==> config.mk <==
export PLATFORM = sky130hd
export DESIGN_NAME = sprite_palette_lut
export DESIGN_NICKNAME = d
export VERILOG_FILES = /design/src/rtl/sprite_palette_lut_pkg.sv /design/src/rtl/sprite_palette_lut_ram.sv /design/src/rtl/sprite_palette_lut.sv
export SDC_FILE = /design/constraint.sdc
export NUM_CORES = 1
export LEC_CHECK = 0
export CORE_MARGIN = 4
export CORE_UTILIZATION = 50
export CTS_CLUSTER_DIAMETER = 50
export DETAILED_ROUTE_END_ITERATION = 8
export GPL_TIMING_DRIVEN = 1
export MAX_ROUTING_LAYER = met4
export PLACE_DENSITY = 0.66
export SYNTH_ARGS = -nofsm -noshare
export SYNTH_HDL_FRONTEND = slang
export SYNTH_SLANG_ARGS = --single-unit
==> constraint.sdc <==
create_clock -name Clk -period 4.3 [get_ports Clk]
set_input_delay 0.645 -clock Clk [delete_from_list [all_inputs] [get_ports Clk]]
set_output_delay 0.645 -clock Clk [all_outputs]
set_load 0.01 [all_outputs]
==> src/rtl/sprite_palette_lut_pkg.sv <==
// ---------------------------------------------------------------------------
// sprite_palette_lut_pkg
//   Shared types and constants for the sprite palette lookup.
//   - rgb565_t      : 16-bit RGB565 pixel
//   - TRANSP_COLOR  : chroma-key colour reported as transparent
//   - pal_state_e   : fill / ready state of the lookup
//   - fade_rgb565() : per-channel brightness scaling, used when the design is
//                     built with PALETTE_FADE_EN defined
// ---------------------------------------------------------------------------
package sprite_palette_lut_pkg;

  typedef logic [15:0] rgb565_t;

  localparam rgb565_t TRANSP_COLOR = 16'h07E0;

  typedef enum logic [0:0] {
    PAL_INIT  = 1'b0,
    PAL_READY = 1'b1
  } pal_state_e;

  // Scale each channel by (lvl+1)/16; lvl=15 multiplies by exactly 1.
  // Products never exceed channel_max*16, so the shifted value fits the channel.
  function automatic rgb565_t fade_rgb565(input rgb565_t c, input logic [3:0] lvl);
    logic [4:0]  mul;
    logic [9:0]  r_p;
    logic [10:0] g_p;
    logic [9:0]  b_p;
    mul = {1'b0, lvl} + 5'd1;
    r_p = 10'(c[15:11]) * 10'(mul);
    g_p = 11'(c[10:5])  * 11'(mul);
    b_p = 10'(c[4:0])   * 10'(mul);
    return {5'(r_p >> 4), 6'(g_p >> 4), 5'(b_p >> 4)};
  endfunction

endpackage

==> src/rtl/sprite_palette_lut_ram.sv <==
// ---------------------------------------------------------------------------
// sprite_palette_lut_ram
//   Simple dual-port (1 write / 1 read) synchronous RAM, DEPTH x DATA_W.
//   A read and a write to the same address in one cycle return the OLD data.
//   Written so that synthesis maps it onto a block RAM (no reset on storage).
// Ports:
//   clk_i                     clock
//   we_i, waddr_i, wdata_i    write port
//   re_i, raddr_i             read request; rdata_o is valid one cycle later
//   rdata_o                   registered read data (holds when re_i is low)
// ---------------------------------------------------------------------------
module sprite_palette_lut_ram
  import sprite_palette_lut_pkg::*;
#(
  parameter int ADDR_W = 6,
  parameter int DATA_W = 16
) (
  input  logic              clk_i,
  input  logic              we_i,
  input  logic [ADDR_W-1:0] waddr_i,
  input  logic [DATA_W-1:0] wdata_i,
  input  logic              re_i,
  input  logic [ADDR_W-1:0] raddr_i,
  output logic [DATA_W-1:0] rdata_o
);

  localparam int DEPTH = 2 ** ADDR_W;

  logic [DATA_W-1:0] mem_q [DEPTH];
  logic [DATA_W-1:0] rdata_q;

  // Storage write port.
  always_ff @(posedge clk_i) begin
    if (we_i) begin
      mem_q[waddr_i] <= wdata_i;
    end
  end

  // Registered read port; non-blocking update gives read-old on collision.
  always_ff @(posedge clk_i) begin
    if (re_i) begin
      rdata_q <= mem_q[raddr_i];
    end
  end

  assign rdata_o = rdata_q;

endmodule

==> src/rtl/sprite_palette_lut.sv <==
// ---------------------------------------------------------------------------
// sprite_palette_lut
//   Multi-bank runtime-writable palette lookup: (palette, index) -> RGB565.
//   After reset every entry is filled with 16'h0000, except the last index of
//   each bank which gets TRANSP_COLOR; init_done rises when the fill is done.
//   Lookups are fully pipelined, one per cycle, fixed latency 2
//   (3 with the optional fade stage).
// Configuration macro:
//   PALETTE_FADE_EN  adds the fade_level port and a brightness-scaling stage.
// Ports:
//   Clk, Reset_n                         clock, asynchronous active-low reset
//   rd_valid, rd_pal, rd_idx             lookup request
//   out_valid, out_color, out_transp     lookup result (held when out_valid=0)
//   wr_en, wr_pal, wr_idx, wr_color      palette write port (ignored during fill)
//   init_done                            high once the default fill completed
//   fade_level                           brightness 0..15, 15 = full (fade build only)
// ---------------------------------------------------------------------------
module sprite_palette_lut
  import sprite_palette_lut_pkg::*;
#(
  parameter int IDX_W = 4,
  parameter int PAL_W = 2
) (
  input  logic             Clk,
  input  logic             Reset_n,
  input  logic             rd_valid,
  input  logic [PAL_W-1:0] rd_pal,
  input  logic [IDX_W-1:0] rd_idx,
  output logic             out_valid,
  output logic [15:0]      out_color,
  output logic             out_transp,
  input  logic             wr_en,
  input  logic [PAL_W-1:0] wr_pal,
  input  logic [IDX_W-1:0] wr_idx,
  input  logic [15:0]      wr_color,
  output logic             init_done
`ifdef PALETTE_FADE_EN
  ,
  input  logic [3:0]       fade_level
`endif
);

  localparam int ADDR_W = IDX_W + PAL_W;
  localparam int DEPTH  = 2 ** ADDR_W;
  localparam int CNT_W  = ADDR_W + 1;

  pal_state_e       state_q, state_d;
  logic [CNT_W-1:0] fill_q, fill_d;
  logic             init_done_q;

  logic              ram_we_s;
  logic [ADDR_W-1:0] ram_waddr_s;
  rgb565_t           ram_wdata_s;
  rgb565_t           ram_rdata_s;
  logic [ADDR_W-1:0] fill_addr_s;
  logic              rd_accept_s;

  logic    v1_q;
  logic    v2_q;
  rgb565_t c2_q;
  logic    t2_q;

  // Fill sequencer next state: one entry per cycle, then READY forever.
  always_comb begin
    state_d = state_q;
    fill_d  = fill_q;
    case (state_q)
      PAL_INIT: begin
        fill_d = fill_q + {{(CNT_W-1){1'b0}}, 1'b1};
        if (fill_q == CNT_W'(DEPTH - 1)) begin
          state_d = PAL_READY;
        end else begin
          state_d = PAL_INIT;
        end
      end
      PAL_READY: begin
        state_d = PAL_READY;
      end
      default: begin
        state_d = PAL_INIT;
      end
    endcase
  end

  // Fill sequencer state, fill counter and init_done flag.
  always_ff @(posedge Clk or negedge Reset_n) begin
    if (!Reset_n) begin
      state_q     <= PAL_INIT;
      fill_q      <= {CNT_W{1'b0}};
      init_done_q <= 1'b0;
    end else begin
      state_q     <= state_d;
      fill_q      <= fill_d;
      init_done_q <= (state_d == PAL_READY);
    end
  end

  assign fill_addr_s = fill_q[ADDR_W-1:0];

  // RAM write mux: the fill owns the port during INIT, user writes are dropped.
  always_comb begin
    ram_we_s    = 1'b0;
    ram_waddr_s = {ADDR_W{1'b0}};
    ram_wdata_s = 16'h0000;
    if (state_q == PAL_INIT) begin
      ram_we_s    = 1'b1;
      ram_waddr_s = fill_addr_s;
      // Last index of every bank defaults to the chroma key.
      if (&fill_addr_s[IDX_W-1:0]) begin
        ram_wdata_s = TRANSP_COLOR;
      end else begin
        ram_wdata_s = 16'h0000;
      end
    end else begin
      ram_we_s    = wr_en;
      ram_waddr_s = {wr_pal, wr_idx};
      ram_wdata_s = wr_color;
    end
  end

  assign rd_accept_s = rd_valid && (state_q == PAL_READY);

  sprite_palette_lut_ram #(
    .ADDR_W (ADDR_W),
    .DATA_W (16)
  ) u_ram (
    .clk_i   (Clk),
    .we_i    (ram_we_s),
    .waddr_i (ram_waddr_s),
    .wdata_i (ram_wdata_s),
    .re_i    (rd_accept_s),
    .raddr_i ({rd_pal, rd_idx}),
    .rdata_o (ram_rdata_s)
  );

  // S1 valid tracks the RAM read register; S2 captures colour and key flag.
  always_ff @(posedge Clk or negedge Reset_n) begin
    if (!Reset_n) begin
      v1_q <= 1'b0;
      v2_q <= 1'b0;
      c2_q <= 16'h0000;
      t2_q <= 1'b0;
    end else begin
      v1_q <= rd_accept_s;
      v2_q <= v1_q;
      if (v1_q) begin
        c2_q <= ram_rdata_s;
        t2_q <= (ram_rdata_s == TRANSP_COLOR);
      end
    end
  end

`ifdef PALETTE_FADE_EN
  logic    v3_q;
  rgb565_t c3_q;
  logic    t3_q;

  // S3 fade stage; transparency was decided on the unfaded colour in S2.
  always_ff @(posedge Clk or negedge Reset_n) begin
    if (!Reset_n) begin
      v3_q <= 1'b0;
      c3_q <= 16'h0000;
      t3_q <= 1'b0;
    end else begin
      v3_q <= v2_q;
      if (v2_q) begin
        c3_q <= fade_rgb565(c2_q, fade_level);
        t3_q <= t2_q;
      end
    end
  end

  assign out_valid  = v3_q;
  assign out_color  = c3_q;
  assign out_transp = t3_q;
`else
  assign out_valid  = v2_q;
  assign out_color  = c2_q;
  assign out_transp = t2_q;
`endif

  assign init_done = init_done_q;

endmodule
==> run_results.csv <==
group,metric,value,unit
cts,clk_latency,0.68,ns
power,irDropWorstVdd,0.000353,V
synthesis,async_flop_share,2.53,%
cells_and_area,drive_gt1_share,27.7,%
cells_and_area,nets,2136,
synthesis,synth_edf_count,1040,
grt,grt_overflow,0,
timing,finalSetupViolCount,0,
grt,first_global_vias,20300,
setup_path,arrival,3.50,ns
setup_path,required,4.78,ns
synthesis,syn_nets,1940,
cells_and_area,area_growth,14.9,%
cells_and_area,fin_util,58.4,%
power,power_density,455,nW/µm²
synthesis,synth.distinct_cells,49,
setup_path,path_buf_inv,1,
synthesis,synthFlopType,"edfxtp_1",
timing,fmax,0.331,GHz
cells_and_area,ff_latch_area,31900,µm²
grt,antenna_found_initial,4,
timing,period_needed,3.02,ns
cts,numCtsBuffers,111,
synthesis,ys_seq_elements,1067,
routing,wl_per_cell,30.7,µm
power,total_power,21.5,mW
cells_and_area,fillers,5752,
synthesis,synth-seq-area-share,77.5,%
routing,drt_pass1_iterations,5,
run_status,outcome,"complete, no violations",
synthesis,synth_area_per_cell,21.6,µm²
synthesis,netlist_area,41200,µm²
placed_design,gp_congestion,0.898,
routing,viasPerCell,6.22,
hold_path,hold_class,"input port to async pin",
die,core,81100,µm²
job,cap_viol_max_count,0,
routing,drtAntennaViolNets,0,
placed_design,post-place-ws,0.860,ns
cts,h-tree-depth,3,
die,die_h,295,µm
cts,cts_hold_buffers,0,
grt,grt_pass1_wl,145000,µm
cts,cts_tree,"built",
timing,finClkSkew,0.0574,ns
timing,hold_viol_final,0,
placed_design,io_buffers,50,
cts,clock_sinks,1067,
timing,whs,0.387,ns
cts,cts.repair.resized,0,
cells_and_area,multiInputGateArea,8680,µm²
timing,post-route-worst-setup-slack,1.28,ns
cts,post_cts_buffers,0,
die,dieArea,87000,µm²
setup_path,cp_slowest_cell,"nand2_2",
timing,finalSetupTns,0,ns
cts,cts-root-buf,"clkbuf_16",
setup_path,path_cells,"nor2b_1, nand3_1, nand2_2, buf_4",
synthesis,synth_warnings,0,
power,p_leak,14.0,nW
cts,cts_buffer_depth,3,
setup_path,cp_top_family,"simple AND/OR/NAND/NOR gates",
setup_path,end_kind,"register",
routing,routed_wl,100000,µm
placed_design,dp.final_hpwl,62100,µm
timing,fin_crit_sh,70.2,%
routing,drt_iter0_drc,2586,
timing,relSlewSlack,14.3,%
setup_path,critPathMaxFanout,44,
grt,grt_max_degree,75,
cts,clk_pin_slew,0.06,ns
routing,vias,20300,
timing,rsz0062_at_grt,"false",
timing,worst_slew_pin_slew,1.29,ns
routing,drcViolationCount,0,
die,rows,104,
timing,maxSlewViolCount,0,
die,die_w,295,µm
setup_path,critPathKind,"register to register",
setup_path,cpPeakStageDelay,1.04,ns
setup_path,start_kind,"register",
die,start_util,50.8,%
grt,grt_use_total,24.1,%
synthesis,syn-instance-count,1907,
die,ios,51,
[worst reg2reg max path, delay by kind of cell (launching register included)]
kind | cells | cell delay (ns)
AND/OR/NAND/NOR | 3 | 1.90
flip-flops | 1 | 0.53
buffers and inverters | 1 | 0.44
[cell type report]
class                   instances  share of cell area, %
flip-flops and latches       1067                   67.4
repair buffers                185                   3.40
inverters                       4                 0.0317
diodes                          2                 0.0106
clock inverters                74                   1.78
multi-input cells             734                   18.3
well taps                    1060                   2.80
clock buffers                 135                   6.19
[layout by cell type (no fill, tap or decap), types with 7 or more instances in the layout]
master / count
a211oi_1: 21
a21oi_1: 14
a221oi_1: 14
a22oi_1: 41
and2_2: 10
and3_1: 8
and4_1: 11
buf_12: 7
buf_4: 128
bufinv_16: 14
clkbuf_1: 18
clkbuf_16: 111
clkbuf_8: 7
clkdlybuf4s50_1: 46
clkinv_1: 20
clkinv_2: 16
clkinvlp_4: 7
dfrtp_1: 27
edfxtp_1: 1040
inv_6: 7
mux2_2: 38
mux2i_1: 49
mux4_2: 242
nand2_1: 68
nand2b_1: 12
nand3_1: 27
nor2_1: 81
nor2b_1: 13
o21ai_0: 21
o22ai_1: 9
[cells in the mapped netlist, drive strengths merged, types with 4 or more instances]
cell type / count / area, µm²
nand2b: 12 / 75.1
edfxtp: 1040 / 31200
nand2: 74 / 278
and4: 11 / 96.3
clkbuf: 33 / 126
a211oi: 21 / 158
o22ai: 9 / 56.3
nor2b: 14 / 87.6
o21ai: 22 / 110
xnor2: 4 / 35.0
a311oi: 5 / 43.8
and3: 8 / 50.1
nand3: 27 / 135
inv: 4 / 15.0
dfrtp: 27 / 676
a21oi: 14 / 70.1
and2: 13 / 81.3
buf: 69 / 473
nand4: 6 / 37.5
mux2i: 49 / 490
a22oi: 41 / 308
nor2: 81 / 304
a221oi: 14 / 123
mux2: 38 / 428
mux4: 242 / 5450
[routing by layer]
metal / vias up / share of wire, % / global-route usage [%]
met5: - / 0 / -
met4: 0 / 2.9 / 7.04
met3: 175 / 9.2 / 4.27
met2: 1035 / 48 / 36.8
met1: 10700 / 40 / 34.0
li1: 8384 / - / -
[cell families after synthesis]
family                   synth area share (%)
multiplexers                             15.5
AO/OA/AOI/OAI                            2.37
flip-flops                               77.5
XOR/XNOR                                0.128
adder cells (fa/ha/maj)                0.0304
AND/OR/NAND/NOR                          3.02
buffers and inverters                    1.49
[registers in the layout, indices dropped and copies added, names as in the netlist]
signal / cells
u_ram.mem_q: 1024
init_done: 1
out_valid: 1
v1_q: 1
out_transp: 1
fill_q: 7
u_ram.rdata_o: 16
out_color: 16
[report_power, final]
part	switching (mW)	internal, mW	total [mW]
Sequential	0	11.2	11.2
Clock	4.01	5.73	9.74
Combinational	0.335	0.222	0.557
[metrics by stage]
step	cell area (µm²)	std cells
finish	47300	3261
global route	47300	3260
CTS	47300	3259
detailed placement	43500	3050
global placement	43500	3050
floorplan	41200	1907
[final timing paths]
| kind | from | to | slack, ns | depth (start not counted) |
|---|---|---|---|---|
| max | init_done$_DFF_PN0_ | u_ram.mem_q[3][7]$_DFFE_PP_ | 1.28 | 4 |
| min | Reset_n | out_valid$_DFF_PN0_ | 0.39 | 2 |
| max reg2reg | init_done$_DFF_PN0_ | u_ram.mem_q[3][7]$_DFFE_PP_ | 1.28 | 4 |
| min reg2reg | fill_q[6]$_DFFE_PN0N_ | fill_q[6]$_DFFE_PN0N_ | 0.48 | 1 |
| max in group asynchronous | Reset_n | fill_q[5]$_DFFE_PN0N_ | 3.54 | 2 |
| min in group Clk | fill_q[6]$_DFFE_PN0N_ | fill_q[6]$_DFFE_PN0N_ | 0.48 | 1 |
Note: power is estimated with default switching activity, not from simulation.
